[config.mk]
export PLATFORM = sky130hd
export DESIGN_NAME = sigmoid_arb_flat
export DESIGN_NICKNAME = d
export VERILOG_FILES = /design/src/rtl/sigmoid_arb_if.sv /design/src/rtl/sigmoid_arb.sv /design/src/flat_wrapper.sv
export SDC_FILE = /design/constraint.sdc
export NUM_CORES = 1
export LEC_CHECK = 0
export CORE_UTILIZATION = 48
export DETAILED_ROUTE_END_ITERATION = 8
export PLACE_DENSITY_LB_ADDON = 0.15
export SYNTH_ARGS = -nofsm -noshare
export SYNTH_HDL_FRONTEND = slang
export SYNTH_SLANG_ARGS = --single-unit
[constraint.sdc]
create_clock -name clk -period 4.3 [get_ports clk]
set_clock_uncertainty 0.15 [all_clocks]
set_input_delay 0.86 -clock clk [delete_from_list [all_inputs] [get_ports clk]]
set_output_delay 0.86 -clock clk [all_outputs]
set_load 0.01 [all_outputs]
[src/rtl/sigmoid_arb_if.sv]
// Request, PLA and response signals of the shared sigmoid arbiter.
// The slave modport is the arbiter; the master modport is its environment.
interface sigmoid_arb_if #(
  parameter int WIDTH = 16,
  parameter int NREQ  = 4
);
  localparam int IDW = $clog2(NREQ);

  logic [NREQ-1:0]       req_valid;
  logic [NREQ*WIDTH-1:0] req_x;
  logic [NREQ-1:0]       req_ready;
  logic [WIDTH-1:0]      pla_x;
  logic [WIDTH-1:0]      pla_y;
  logic                  rsp_valid;
  logic                  rsp_ready;
  logic [WIDTH-1:0]      rsp_y;
  logic [IDW-1:0]        rsp_id;
  logic                  busy;

  modport master (
    output req_valid, req_x, pla_y, rsp_ready,
    input  req_ready, pla_x, rsp_valid, rsp_y, rsp_id, busy
  );

  modport slave (
    input  req_valid, req_x, pla_y, rsp_ready,
    output req_ready, pla_x, rsp_valid, rsp_y, rsp_id, busy
  );
endinterface

[src/rtl/sigmoid_arb.sv]
// Round-robin arbiter sharing one fixed-latency sigmoid PLA pipeline among NREQ
// requesters; results are tagged with the requester id and returned in issue order.
module sigmoid_arb #(
  parameter int WIDTH = 16,
  parameter int NREQ  = 4,
  parameter int LAT   = 4,
  parameter int DEPTH = 8
) (
  input logic         clk,
  input logic         rst_n,
  sigmoid_arb_if.slave bus
);
  localparam int IDW = $clog2(NREQ);
  localparam int AW  = $clog2(DEPTH);
  localparam int CW  = $clog2(DEPTH + 1);

  logic [IDW-1:0]          ptr;
  logic [CW-1:0]           outstanding;
  logic [CW-1:0]           count;
  logic                    credit;
  logic                    fire;
  logic [NREQ-1:0]         grant;
  logic [IDW-1:0]          grant_id;
  logic [IDW-1:0]          cand;
  logic signed [WIDTH-1:0] granted_x;

  logic [LAT-1:0]          tag_vld_p;
  logic [IDW-1:0]          tag_id_p [LAT];

  logic [WIDTH-1:0]        mem_y  [DEPTH];
  logic [IDW-1:0]          mem_id [DEPTH];
  logic [AW-1:0]           wr_ptr;
  logic [AW-1:0]           rd_ptr;
  logic                    push;
  logic                    pop;

  // Outstanding credit covers both in-flight and buffered results, so the FIFO cannot overflow.
  always_comb begin
    grant    = '0;
    grant_id = '0;
    fire     = 1'b0;
    cand     = '0;
    credit   = rst_n && (outstanding != CW'(DEPTH));
    for (int k = 0; k < NREQ; k++) begin
      cand = ptr + IDW'(k);
      if (credit && !fire && bus.req_valid[cand]) begin
        grant[cand] = 1'b1;
        grant_id    = cand;
        fire        = 1'b1;
      end
    end
  end

  always_comb begin
    granted_x = '0;
    for (int i = 0; i < NREQ; i++) begin
      if (grant[i]) granted_x = bus.req_x[i*WIDTH +: WIDTH];
    end
  end

  assign bus.req_ready = grant;
  assign bus.pla_x     = granted_x;

  always_ff @(posedge clk or negedge rst_n) begin
    if (!rst_n) begin
      ptr <= '0;
    end else if (fire) begin
      ptr <= grant_id + IDW'(1);
    end
  end

  // Tag pipeline p0..p(LAT-1) tracks the PLA pipeline stage for stage.
  always_ff @(posedge clk or negedge rst_n) begin
    if (!rst_n) begin
      tag_vld_p <= '0;
      for (int s = 0; s < LAT; s++) tag_id_p[s] <= '0;
    end else begin
      tag_vld_p[0] <= fire;
      tag_id_p[0]  <= fire ? grant_id : '0;
      for (int s = 1; s < LAT; s++) begin
        tag_vld_p[s] <= tag_vld_p[s-1];
        tag_id_p[s]  <= tag_id_p[s-1];
      end
    end
  end

  assign push = tag_vld_p[LAT-1];
  assign pop  = bus.rsp_valid && bus.rsp_ready;

  // Result FIFO: PLA output lands here at the end of the last tag stage.
  always_ff @(posedge clk) begin
    if (push) begin
      mem_y[wr_ptr]  <= bus.pla_y;
      mem_id[wr_ptr] <= tag_id_p[LAT-1];
    end
  end

  always_ff @(posedge clk or negedge rst_n) begin
    if (!rst_n) begin
      wr_ptr      <= '0;
      rd_ptr      <= '0;
      count       <= '0;
      outstanding <= '0;
    end else begin
      if (push) wr_ptr <= (wr_ptr == AW'(DEPTH - 1)) ? '0 : wr_ptr + AW'(1);
      if (pop)  rd_ptr <= (rd_ptr == AW'(DEPTH - 1)) ? '0 : rd_ptr + AW'(1);
      case ({push, pop})
        2'b10:   count <= count + CW'(1);
        2'b01:   count <= count - CW'(1);
        default: count <= count;
      endcase
      case ({fire, pop})
        2'b10:   outstanding <= outstanding + CW'(1);
        2'b01:   outstanding <= outstanding - CW'(1);
        default: outstanding <= outstanding;
      endcase
    end
  end

  assign bus.rsp_valid = (count != '0);
  assign bus.rsp_y     = bus.rsp_valid ? mem_y[rd_ptr]  : '0;
  assign bus.rsp_id    = bus.rsp_valid ? mem_id[rd_ptr] : '0;
  assign bus.busy      = (outstanding != '0);

  overflow_chk: assert property (@(posedge clk) disable iff (!rst_n)
    !(push && !pop && count == CW'(DEPTH)));

endmodule
[src/flat_wrapper.sv]
// flat-port wrapper written by rule: the top's interface ports become plain ports
module sigmoid_arb_flat 
#(
  parameter int WIDTH = 16,
  parameter int NREQ  = 4,
  parameter int LAT   = 4,
  parameter int DEPTH = 8
)
  (clk, rst_n, bus_req_valid, bus_req_x, bus_pla_y, bus_rsp_ready, bus_req_ready, bus_pla_x, bus_rsp_valid, bus_rsp_y, bus_rsp_id, bus_busy);
  sigmoid_arb_if #(.WIDTH(WIDTH), .NREQ(NREQ)) bus_i ();
  input logic clk;
  input logic rst_n;
  input wire logic [$bits(bus_i.req_valid)-1:0] bus_req_valid;
  input wire logic [$bits(bus_i.req_x)-1:0] bus_req_x;
  input wire logic [$bits(bus_i.pla_y)-1:0] bus_pla_y;
  input wire logic [$bits(bus_i.rsp_ready)-1:0] bus_rsp_ready;
  output wire logic [$bits(bus_i.req_ready)-1:0] bus_req_ready;
  output wire logic [$bits(bus_i.pla_x)-1:0] bus_pla_x;
  output wire logic [$bits(bus_i.rsp_valid)-1:0] bus_rsp_valid;
  output wire logic [$bits(bus_i.rsp_y)-1:0] bus_rsp_y;
  output wire logic [$bits(bus_i.rsp_id)-1:0] bus_rsp_id;
  output wire logic [$bits(bus_i.busy)-1:0] bus_busy;
  assign bus_i.req_valid = bus_req_valid;
  assign bus_i.req_x = bus_req_x;
  assign bus_i.pla_y = bus_pla_y;
  assign bus_i.rsp_ready = bus_rsp_ready;
  assign bus_req_ready = bus_i.req_ready;
  assign bus_pla_x = bus_i.pla_x;
  assign bus_rsp_valid = bus_i.rsp_valid;
  assign bus_rsp_y = bus_i.rsp_y;
  assign bus_rsp_id = bus_i.rsp_id;
  assign bus_busy = bus_i.busy;
  sigmoid_arb #(.WIDTH(WIDTH), .NREQ(NREQ), .LAT(LAT), .DEPTH(DEPTH)) u_core (.clk(clk), .rst_n(rst_n), .bus(bus_i));
endmodule
; After elaboration in Yosys (flattened, before gate mapping)
; Memories as Yosys holds them, arrays and structs flattened.
; Index checks and enable logic that the tools add are counted.
[word_totals]
latchBits = 0
inputBits = 87
rom_bits = 0
output_inout_bits = 40
mem_count = 2
wordCells = 101
mem_bits_rw = 144
ff_bits = 28
[classes]
n_mux = 41
n_reduce_logical = 20
n_div = 0
add_sub_neg = 10
magnitude_cmp = 8
multipliers = 0
n_shift = 0
eq_ne = 7
bitwise = 3
[memory_table]
columns = name, depth, word_bits, read_ports, rd_clocked_by_memory_dff, write_ports, line_no
row1 = u_core.mem_y, 8, 16, 1, 0, 1, sigmoid_arb.sv:30  ; logic [WIDTH-1:0] mem_y [DEPTH];
row2 = u_core.mem_id, 8, 2, 1, 0, 1, sigmoid_arb.sv:31  ; logic [IDW-1:0] mem_id [DEPTH];
[op_table]
columns = op, n
row1 = 2-to-1 mux 16 bit, 5
row2 = 2-to-1 mux 4 bit, 4
row3 = case mux 4 bit (2 select lines), 2
row4 = 2-to-1 mux 1 bit, 14
row5 = logical AND 1 bit, 13
row6 = "less-than comparator 2 x 3 -> 1 bit, second input constant", 4
row7 = 2-to-1 mux 2 bit, 6
row8 = bitwise OR 4 bit, 3
row9 = "adder 4 x 1 -> 4 bit, second input constant", 2
row10 = binary-select mux 1 bit (select 2 bit), 4
row11 = demux 1 bit (select 2 bit), 4
row12 = ">= comparator 2 x 1 -> 1 bit, second input constant", 4
row13 = nonzero test 4 bit, 2
row14 = "subtractor 4 x 1 -> 4 bit, second input constant", 2
row15 = "adder 3 x 1 -> 3 bit, second input constant", 2
row16 = "== test 3 bit, second input constant", 2
row17 = 2-to-1 mux 3 bit, 2
row18 = "adder 2 x 1 -> 2 bit, second input constant", 2
row19 = "adder 2 bit, second input constant", 2
row20 = "== test 2 x 1 -> 1 bit, second input constant", 2
row21 = "== test 2 bit, second input constant", 2
row22 = "!= test 4 bit, second input constant", 1
row23 = nonzero test 2 bit, 2
row24 = logical NOT 1 bit, 3

; Logic depth before layout (Yosys ltp)
[depth]
word_depth = 20
mapped_depth = 13
ltp_nobuf = 12

; Worst setup path after synthesis
; OpenSTA, ideal clock, no wires.
[synth_path]
kind = register -> output
startpoint = reg u_core.ptr[0]
endpoint = out bus_pla_x[10]
arrival_ps = 3177
n_path_buf = 4
stages_incl_launch_ff = 13
required_time_ps = 3290
slack_ps = 113
cell_sequence = dfrtp_1 buf_4 inv_1 ha_1 mux4_2 or4b_1 buf_2 nor3_4 or3_1 buf_6 buf_12 o211ai_2 a22o_1
[synth_between]
elab_cells_between_ends = 55
classes_between = 3 x add/sub / 8 x order compare / 27 x mux / 3 x bitwise / 14 x reduce/logical
[synth_rtl]
columns = item, line_no
row1 = from (decl), sigmoid_arb.sv:17  ; logic [IDW-1:0] ptr;
row2 = from (signal assigned), sigmoid_arb.sv:68  ; ptr <= grant_id + IDW'(1);
row3 = branches (longest 15 deep; another with less-than comparator 2 x 3 -> 1 bit), -
row4 = 2-to-1 mux 4 bit *, sigmoid_arb.sv:46  ; if (credit && !fire && bus.req_valid[cand]) begin
row5 = named net bus_req_ready[1], flat_wrapper.sv:17  ; output wire logic [$bits(bus_i.req_ready)-1:0] bus_req_ready;
row6 = 2-to-1 mux 16 bit * (3 in series), sigmoid_arb.sv:57  ; if (grant[i]) granted_x = bus.req_x[i*WIDTH +: WIDTH];
row7 = to (decl), flat_wrapper.sv:18  ; output wire logic [$bits(bus_i.pla_x)-1:0] bus_pla_x;
; Mark *: on every way through the listed nets, which the timed path passes. The select of a mux whose other input is x is not followed.

; Worst setup path in the final report
[layout_path]
startpoint = reg u_core.ptr[1]
endpoint = out bus_pla_x[9]
[layout_between]
elab_chain_len = 20
elab_cells_between_ends = 55
classes_between = 3 x add/sub / 8 x order compare / 27 x mux / 3 x bitwise / 14 x reduce/logical
[layout_rtl]
columns = item, line_no
row1 = branches (longest 15 deep; another with less-than comparator 2 x 3 -> 1 bit), -
row2 = 2-to-1 mux 4 bit *, sigmoid_arb.sv:46
row3 = 2-to-1 mux 16 bit (3 in series), sigmoid_arb.sv:57
row4 = 2-to-1 mux 16 bit *, sigmoid_arb.sv:57
; Mark *: on every way between the ends. The select of a mux whose other input is x is not followed.

==> metrics <==
status finished with violations; failing checks negative setup slack; synth warn 0; RSZ-0062 raised after global routing true; Sink Count 172; final worst-path cycle share 100.6%; Nets 766; worst flop-to-flop path endpoint u_core.outstanding[2]$_DFFE_PN0P_; post-DR vias/cell 5.603; # diodes 0; top cells by area, synth edfxtp_1 (55%), mux4_2 (12%), dfrtp_1 (8.9%); design area 10510 µm²; maxcap violations 0; Synth Area in Compound Gates 10.24%; CTS buffer count 17; pwr/cell area 716.3 nW/µm²; RR Startpoint u_core.ptr[1]$_DFFE_PN0P_; H-tree levels 4; Critical Path Sink Type primary output; most frequent cells after synthesis edfxtp_1 (144), mux4_2 (40), nor2_1 (30), dfrtp_1 (28), mux2i_1 (20); Antenna Violating Nets Remaining 0; R2R setup slack 530 ps; layout cells sized above 1 27.07%; placed inst area 9693 µm²; clock-pin transition on the worst setup and hold timing paths 60 ps; Mapped Nets 587; Post-synth ARST share 16.28%; Crit path required time 3290 ps; #FFs+latches synth 172; initial antenna violation count 0; Clock Path Buffers 2; Startpoint Class register; GRT overflow 0; I/O Buffers 126; Core Util, Final 66.19%; hold path cells 0; DRC violations left 0; register area share after synthesis 64.17%; Final Setup Violations 4; Multi-input gate area 2726 µm²; achievable frequency 231.2 MHz; Core Area 15890 µm²; GRT Total Usage 21.86%; Initial Utilization 49.29%; Reg area 5026 µm²; number of synthesized flops with an enable pin 144; Max IR drop VDD 0.0004271 V; post-synthesis average cell area 16.18 µm²; hold worst-path end u_core.tag_id_p[0]$_DFF_PN0_; Site Rows 46; clk_lat worst skew 420 ps; largest family of logic cells by synthesized area multiplexers; Critical Path Fanout Max 9; Mapped Area 7830 µm²; Synth Area in Simple Gates 4.826%; mux contribution to synthesized area 14.64%; Chip Width 129.7 µm; first-pass GRT wire length 27470 µm; WL final 17190 µm; Final WS setup -25.69 ps; Hold Crit Class register to register; DIE AREA 16830 µm²; Cell variety after synth 50; Clock Tree Root clkbuf_16; Crit Path Class register to primary output; Worst Reg-to-Reg Cells 15; Hold Slack 198.5 ps; CTS Hold Buffers Added 0; largest net degree at the start of global routing 25; Die Ht 129.7 µm; Initial DRC Count 378; P_leak 0.003946 µW; FILL cells 1118; wire per inst 19.27 µm; top-area cell type share of the netlist area 55.23%; most common cell in the synthesized netlist edfxtp_1; worst hold start u_core.tag_id_p[2]$_DFF_PN0_; first-pass iteration count of the detailed router 4; post-route setup TNS -58.81 ps; post-DP HPWL 11220 µm; vias 4998; Final Critical Period 4326 ps; max_slew headroom 39.87%; vias in the first global route 5234; Synth Area in Adders 2.653%; IO Pins 127; CTS tree done; synth-to-layout area growth 34.28%; routability cong. 0.8714; Critical Path AT 3320 ps; slew of the pin with the lowest slew margin 901.9 ps; Final Max Slew Viols 0; Fin. Hold Viols 0; dominant synthesized flop cell edfxtp_1; Gate Count Post-Synth 484; Yosys top cell by area edfxtp_1; XOR/XNOR Fraction of Synth Area 1.007%
report_power, final:
group	internal [µW]	switching, µW
registers	2170	249
clock network	928	638
logic	1930	1620
total	5020	2510
area by class of cell:
cell class / count / area share, %
Multi-Input combinational cell: 270 / 25.93
Sequential cell: 172 / 47.80
Timing Repair Buffer: 187 / 17.32
Tap cell: 216 / 2.571
Inverter: 15 / 0.5474
Clock inverter: 14 / 1.749
Clock buffer: 18 / 4.082
worst max-delay path by stage:
| stage | slack [ps] | end | start | cells past startpoint |
|---|---|---|---|---|
| floorplan | 110 | bus_pla_x[10] | u_core.ptr[0]$_DFFE_PN0P_ | 12 |
| global placement | -570 | bus_pla_x[0] | bus_req_valid[3] | 11 |
| detailed placement | -650 | bus_pla_x[8] | bus_req_valid[3] | 11 |
| CTS | -70 | bus_pla_x[11] | u_core.ptr[1]$_DFFE_PN0P_ | 12 |
| global route | -140 | bus_pla_x[8] | u_core.ptr[0]$_DFFE_PN0P_ | 12 |
| finish | -30 | bus_pla_x[9] | u_core.ptr[1]$_DFFE_PN0P_ | 12 |
state kept, by name (all words and copies together) (netlist names):
name	cells
u_core.rd_ptr	3
u_core.outstanding	4
u_core.tag_vld_p	4
u_core.mem_id	16
u_core.wr_ptr	3
u_core.mem_y	128
u_core.tag_id_p	8
u_core.count	4
u_core.ptr	2
cell usage in the layout, fill, tap and decap left out, types with 3 or more instances in the layout:
cell type,instances
buf_6,6
nor2_1,29
edfxtp_1,144
nand2b_1,4
clkinv_4,4
clkdlybuf4s15_1,3
xor2_1,6
a22o_1,16
dfrtp_1,27
buf_4,44
buf_2,15
dlygate4sd2_1,3
inv_2,3
nand2_1,14
buf_12,8
clkbuf_16,17
bufinv_16,3
xnor2_1,3
mux2i_1,20
clkdlybuf4s50_1,102
inv_6,4
mux4_2,40
mux2_2,4
nand3_1,3
ha_1,14
o21a_1,16
nand3b_1,6
o31ai_1,19
a21oi_1,10
o211ai_1,7
o21ai_0,19
inv_1,11
o211ai_2,8
repair_timing:
item,CTS,global route
gates cloned,4,0
pin swaps,9,17
buffers inserted,8,4
gates resized for setup,86,14
endpoints found under the setup margin,20,17
layer usage:
layer / vias up / wire (µm) / part of all wire (%) / global-route usage [%]
li1: 2287 / - / - / -
met1: 2548 / 7381 / 43 / 28.45
met2: 142 / 8818 / 51 / 37.34
met3: 21 / 746 / 4.3 / 4.182
met4: 0 / 241 / 1.4 / 6.772
met5: - / 0 / 0 / 0
cells by family after synthesis:
family,Yosys count
flops,172
buf+inv,42
compound gates,106
fa+ha+maj,16
mux,64
simple gates,75
xor+xnor,9
metrics by stage:
step | setup slack, ps | power [µW] | std cells
6_report | -25.69 | 7531 | 892
5_1_grt | -140.3 | 7963 | 892
4_1_cts | -68.64 | 7583 | 890
3_5_place_dp | -650.3 | 5885 | 846
3_3_place_gp | -565.1 | 5805 | 846
2_1_floorplan | 113.3 | 4377 | 484
worst max-delay path, cell delays in order (launching register included):
cell      delay [ps]
dfrtp_1          360
inv_2             60
ha_4             270
mux4_2           510
or4b_4           590
buf_6            150
nor3_4           130
or3_4            180
buf_12           130
buf_6             90
o211ai_2         110
a22o_1           190
buf_2            130
Note: power is estimated with default switching activity, not from simulation.
